==> src/rtl/pulse_decoder.sv <==
// pulse_decoder: accepts a binary line index over a valid/ready handshake and
// drives a one-hot strobe for PULSE_LEN cycles, then holds the output at zero
// for GAP_LEN cycles. An accepted index that is out of range is consumed and
// reported with a one-cycle err_o pulse instead of a strobe.
module pulse_decoder #(
  parameter  int OUTPUT_WIDTH = 8,
  parameter  int PULSE_LEN    = 1,
  parameter  int GAP_LEN      = 0,
  localparam int INDEX_WIDTH  = $clog2((OUTPUT_WIDTH > 2) ? OUTPUT_WIDTH : 2),
  localparam int CNT_WIDTH    = $clog2(((PULSE_LEN > GAP_LEN) ? PULSE_LEN : GAP_LEN) + 1)
) (
  input  logic                    clk_i,
  input  logic                    rst_n_i,
  input  logic [INDEX_WIDTH-1:0]  index_i,
  input  logic                    valid_i,
  output logic                    ready_o,
  output logic [OUTPUT_WIDTH-1:0] out_o,
  output logic                    busy_o,
  output logic                    err_o
);

  typedef enum logic [1:0] {
    IDLE  = 2'd0,
    DRIVE = 2'd1,
    GAP   = 2'd2
  } state_t;

  // One extra bit so OUTPUT_WIDTH itself fits when it is a power of two.
  localparam logic [INDEX_WIDTH:0]   IDX_LIMIT  = (INDEX_WIDTH + 1)'(OUTPUT_WIDTH);
  localparam logic [CNT_WIDTH-1:0]   PULSE_LOAD = CNT_WIDTH'(PULSE_LEN - 1);
  localparam logic [CNT_WIDTH-1:0]   GAP_LOAD   = CNT_WIDTH'((GAP_LEN > 0) ? GAP_LEN - 1 : 0);
  localparam logic [CNT_WIDTH-1:0]   CNT_ONE    = CNT_WIDTH'(1);
  localparam logic                   HAS_GAP    = (GAP_LEN > 0);

  state_t                  r_state, w_state_next;
  logic [CNT_WIDTH-1:0]    r_cnt, w_cnt_next;
  logic [OUTPUT_WIDTH-1:0] r_out, w_out_next;
  logic                    r_err, w_err_next;

  logic                    w_ready;
  logic                    w_accept;
  logic                    w_in_range;
  logic                    w_cnt_zero;
  logic [OUTPUT_WIDTH-1:0] w_onehot;

  // ready depends only on registered state so there is no valid->ready path.
  assign w_cnt_zero = (r_cnt == '0);
  assign w_ready    = (r_state == IDLE)
                    || ((r_state == DRIVE) && w_cnt_zero && !HAS_GAP)
                    || ((r_state == GAP) && w_cnt_zero);
  assign w_accept   = valid_i && w_ready;
  assign w_in_range = ({1'b0, index_i} < IDX_LIMIT);
  assign w_onehot   = OUTPUT_WIDTH'(1) << index_i;

  assign ready_o = w_ready;
  assign busy_o  = (r_state != IDLE);
  assign out_o   = r_out;
  assign err_o   = r_err;

  // State, counter and registered outputs; reset clears the strobe at once.
  always_ff @(posedge clk_i or negedge rst_n_i) begin
    if (!rst_n_i) begin
      r_state <= IDLE;
      r_cnt   <= '0;
      r_out   <= '0;
      r_err   <= 1'b0;
    end else begin
      r_state <= w_state_next;
      r_cnt   <= w_cnt_next;
      r_out   <= w_out_next;
      r_err   <= w_err_next;
    end
  end

  // Next-state logic: an accept on a final cycle overrides the normal exit.
  always_comb begin
    w_state_next = r_state;
    w_cnt_next   = r_cnt;
    w_out_next   = r_out;
    w_err_next   = 1'b0;
    if (w_accept) begin
      if (w_in_range) begin
        w_state_next = DRIVE;
        w_cnt_next   = PULSE_LOAD;
        w_out_next   = w_onehot;
      end else begin
        w_state_next = IDLE;
        w_cnt_next   = '0;
        w_out_next   = '0;
        w_err_next   = 1'b1;
      end
    end else begin
      case (r_state)
        IDLE: begin
          w_out_next = '0;
        end
        DRIVE: begin
          if (w_cnt_zero) begin
            w_out_next = '0;
            if (HAS_GAP) begin
              w_state_next = GAP;
              w_cnt_next   = GAP_LOAD;
            end else begin
              w_state_next = IDLE;
            end
          end else begin
            w_cnt_next = r_cnt - CNT_ONE;
          end
        end
        GAP: begin
          w_out_next = '0;
          if (w_cnt_zero) begin
            w_state_next = IDLE;
          end else begin
            w_cnt_next = r_cnt - CNT_ONE;
          end
        end
        default: begin
          w_state_next = IDLE;
          w_cnt_next   = '0;
          w_out_next   = '0;
        end
      endcase
    end
  end

endmodule

==> config.mk <==
export PLATFORM = sky130hd
export DESIGN_NAME = pulse_decoder
export DESIGN_NICKNAME = d
export VERILOG_FILES = /design/src/rtl/pulse_decoder.sv
export SDC_FILE = /design/constraint.sdc
export NUM_CORES = 1
export LEC_CHECK = 0
export ABC_AREA = 1
export ABC_CLOCK_PERIOD_IN_PS = 1000
export CORE_AREA = 4 4 41 43
export CTS_CLUSTER_DIAMETER = 100
export DETAILED_ROUTE_END_ITERATION = 10
export DIE_AREA = 0 0 45 47
export PLACE_DENSITY = 0.59
export SYNTH_ARGS = -nofsm -noshare
export SYNTH_HDL_FRONTEND = slang
export SYNTH_SLANG_ARGS = --single-unit
export TNS_END_PERCENT = 1
==> constraint.sdc <==
create_clock -name clk_i -period 1 [get_ports clk_i]
set_input_delay 0.25 -clock clk_i [delete_from_list [all_inputs] [get_ports clk_i]]
set_output_delay 0.25 -clock clk_i [all_outputs]
set_load 0.03 [all_outputs]
**Yosys cells after proc, flatten, opt, wreduce, memory -nomap -nowiden**

Index checks and enable logic that the tools add are counted.

- Muxes and demuxes: 9
- Bitwise gates (word level): 1
- Shift operators: 1
- Reductions and logical operators: 9
- Eq/ne operators: 5
- $add $sub $neg: 1

Operators by type and width:

| operator | count |
|---|---|
| $mux 8 | 3 |
| $shl 1x3->8 const A | 1 |
| $mux 2 | 2 |
| $pmux 2 s2 | 1 |
| $logic_and 1x1->1 | 3 |
| $ne 3x2->1 const B | 1 |
| $ne 3x3->1 const B | 1 |
| $eq 2x1->1 const B | 1 |
| $eq 2x2->1 const B | 1 |
| $logic_not 2->1 | 1 |
| $logic_or 1x1->1 | 2 |
| $mux 1 | 2 |
| $ne 2x2->1 const B | 1 |
| $pmux 1 s2 | 1 |
| $reduce_and 2->1 | 1 |
| $reduce_bool 2->1 | 1 |
| $reduce_or 2->1 | 1 |
| $not 1->1 | 1 |
| $sub 1x1->1 const B | 1 |

- Flip-flop bits (word level): 11
- Input port bits: 6

**Depth between registers and ports, before layout**

- Depth after elaboration: 7
- Depth in mapped cells: 3
- Gate-level depth less buffers: 3

**Worst setup path before layout**

OpenSTA, ideal clock, no wires.

- Path kind: reg2out
- Start: register r_state[0]
- End: output port busy_o
- Stages on the path, launching flop included: 1
- Path slack: 0.283 ns
- Data required time: 0.750 ns
- Arrival time: 0.467 ns
- Path through: dfrtp_1

- Word-level cells in the longest chain between the ends: 1

RTL lines:

| item | line | RTL |
|---|---|---|
| start, declared | 35 | `state_t r_state, w_state_next;` |
| start signal, assigned | 68 | `r_state <= w_state_next;` |
| $reduce_bool 2->1 | 56 | `assign busy_o = (r_state != IDLE);` |
| end, declared | 18 | `output logic busy_o,` |

Every way passes these cells.

**Worst setup path after layout**

- Start: register r_out[5], in the netlist out_o[5]
- End: output port out_o[5]

RTL lines:

| item | line | RTL |
|---|---|---|
| start, declared | 37 | `logic [OUTPUT_WIDTH-1:0] r_out, w_out_next;` |
| start signal, assigned | 70 | `r_out <= w_out_next;` |
| end, declared | 17 | `output logic [OUTPUT_WIDTH-1:0] out_o,` |

No word-level cell between the ends.

==> run summary <==
Post-DRT Antenna Nets: 0
Die area: 0.00212 sq mm
Die W: 45 um
Nets@finish: 54
WP buf/inv: 1
Crit. End Element: output pin
Placed cell count: 58
Total global routing track utilization: 0.0697
CP Data Required Time: 750 ps
Critical path startpoint: out_o[5]
Main combinational cell family by area after synthesis: simple AND/OR/NAND/NOR gates
IO buf count: 14
Critical-path top delay cell: dfrtp_1
Antenna violations before repair: 0
Complex-gate fraction of the synthesized area: 0
Setup-failing EPs final: 7
Xor/xnor share of the synthesized area: 0
Dpl hpwl: 466 um
# H-tree levels: 1
Failing checks: setup timing
Synth top area share: 0.714
Drt total wl: 527 um
Global route overflow: 0
Outcome: finished, violations left
Fin. Hold Viols: 0
CP max stage delay: 370 ps
Largest net degree at the start of global routing: 10
CP Class: reg -> out
Fmax: 986 MHz
Max-capacitance violation count: 0
Vias/cell: 3.79
Post-Synth Simple-Gate Area: 0.167
Ports: 17
CP top delay family: flip-flops
Die Y: 47 um
Pleak: 0.263 nW
Cells after Synth: 31
Syn avg cell area: 10.2 sq um
Cell Rows: 13
Number of distinct library cells after synthesis: 7
CP Cell Sequence: buf_6
Tcrit/Tclk final: 1.01
Non-Filler Instances: 62
RSZ-0062 raised after global routing: yes
Stages on worst setup path: 1
Hold/Removal Path Class: in -> async
Core area: 0.00130 sq mm
Final min period: 1010 ps
CTS root buffer: clkbuf_4
Sequential share of the synthesized area: 0.714
Synth Register Bits: 9
Share of cells above drive strength 1: 0.277
CTS sink cnt: 9
Setup crit end: out_o[5]
Top post-synthesis cells by area: dfrtp_1 71%, nor2_1 9.5%, nand2_1 7.1%
Starting density of the core: 0.242
Syn_nets: 37
Vias in the first global route: 245
Worst Path Max Fanout: 1
First-pass iteration count of the detailed router: 4
Gp weighted congestion: 0.733
Residual DRC: 0
Yosys warnings: 0
Critical path arrival: 760 ps
Pre-CTS setup slack: -81.3 ps
Post-CTS Setup Inserts: 0
CTS tree: done
Clk slew on worst S/H paths: 60 ps
Most used DFF post-synth: dfrtp_1
Synth-to-Final Area Change: 58.7%
Commonest cells in the synthesized netlist: 9 x dfrtp_1, 8 x nor2_1, 6 x nand2_1, 3 x inv_1
Drt initial violations: 6
Synth Area in Adders: 0
# diodes: 0
Setup TNS: -70.7 ps
EDFF count, synth: 0
Setup crit start kind: flop
Vias: 235
Fin. max-slew vios: 0
Hold_buf cts: 0
Post-synthesis mux area share: 0
Pwr dens: 1490 mW/mm^2
WL/cell: 8.50 um
Max Root-Sink Buffers: 2
Hold Worst Slack: 268 ps
Global-route wire length before repair: 924 um
Peak supply drop: 667 uV
Cell with the most instances after synthesis: dfrtp_1
Final Worst Setup Slack: -14.3 ps
Cell taking the most area after synthesis: dfrtp_1
TritonCTS Buffers: 3
Asr flop ratio synth: 1.00
Post-Synthesis Cell Area: 315 sq um
[layout make-up]
| cell class | instances | area, sq um |
|---|---|---|
| clock buffers | 4 | 26.3 |
| flip-flops and latches | 9 | 225 |
| multi-input cells | 16 | 60.1 |
| inverters | 3 | 11.3 |
| fillers | 140 | 801 |
| well taps | 15 | 18.8 |
| repair buffers | 15 | 159 |
[sequential cells by signal, summed over array words and instances (netlist names)]
signal / flops
out_o: 8
r_state: 1
[kinds of logic (layout without fill, tap and decap cells)]
logic type,after synthesis,count (layout)
simple gates,14,14
flops,9,9
buf+inv,6,22
other cells,2,2
[per-layer routing]
layer	vias up	wire length (um)	GRT usage
li1	116	-	-
met1	102	187	0.0569
met2	13	250	0.110
met3	4	63	0.0345
met4	0	25	0.0877
met5	-	0	0
[how the worst min path moves through the flow]
stage	startpoint	to	slack, ps	depth (start not counted)
3_3_place_gp	rst_n_i	r_state[0]	540	2
5_1_grt	rst_n_i	out_o[6]	270	2
3_5_place_dp	rst_n_i	out_o[3]	540	2
2_1_floorplan	rst_n_i	out_o[0]	-50	0
4_1_cts	rst_n_i	out_o[6]	270	2
6_report	rst_n_i	out_o[6]	270	2
[through the flow]
step | area (sq um) | util | power [mW]
after global routing | 500 | 0.385 | 0.797
after floorplan | 315 | - | 0.438
after global placement | 440 | 0.338 | 0.482
after detailed placement | 440 | 0.338 | 0.482
final | 500 | 0.385 | 0.747
after CTS | 500 | 0.385 | 0.760
[cells in the final DEF, fill, tap and decap left out]
| cell type | instances |
|---|---|
| clkbuf_1 | 1 |
| clkbuf_4 | 3 |
| buf_6 | 9 |
| buf_4 | 1 |
| nor2_1 | 8 |
| nand2_1 | 6 |
| conb_1 | 2 |
| inv_1 | 3 |
| clkdlybuf4s50_1 | 5 |
| dfrtp_1 | 9 |
[where the power goes]
| group | switching (mW) | total, mW | leakage [nW] | internal, mW |
|---|---|---|---|---|
| registers | 0.00460 | 0.379 | 0.121 | 0.375 |
| logic | 0.0592 | 0.104 | 0.127 | 0.0444 |
| clock network | 0.112 | 0.264 | 0.0150 | 0.153 |
| total | 0.175 | 0.747 | 0.263 | 0.572 |
[what timing repair did]
| item | CTS | global route |
|---|---|---|
| endpoints found under the setup margin | 9 | 9 |
| endpoints found under the hold margin | 0 | 0 |
| gates cloned | 0 | 0 |
| resized for setup | 9 | 0 |
No activity file was read; power rests on OpenSTA's default activity.
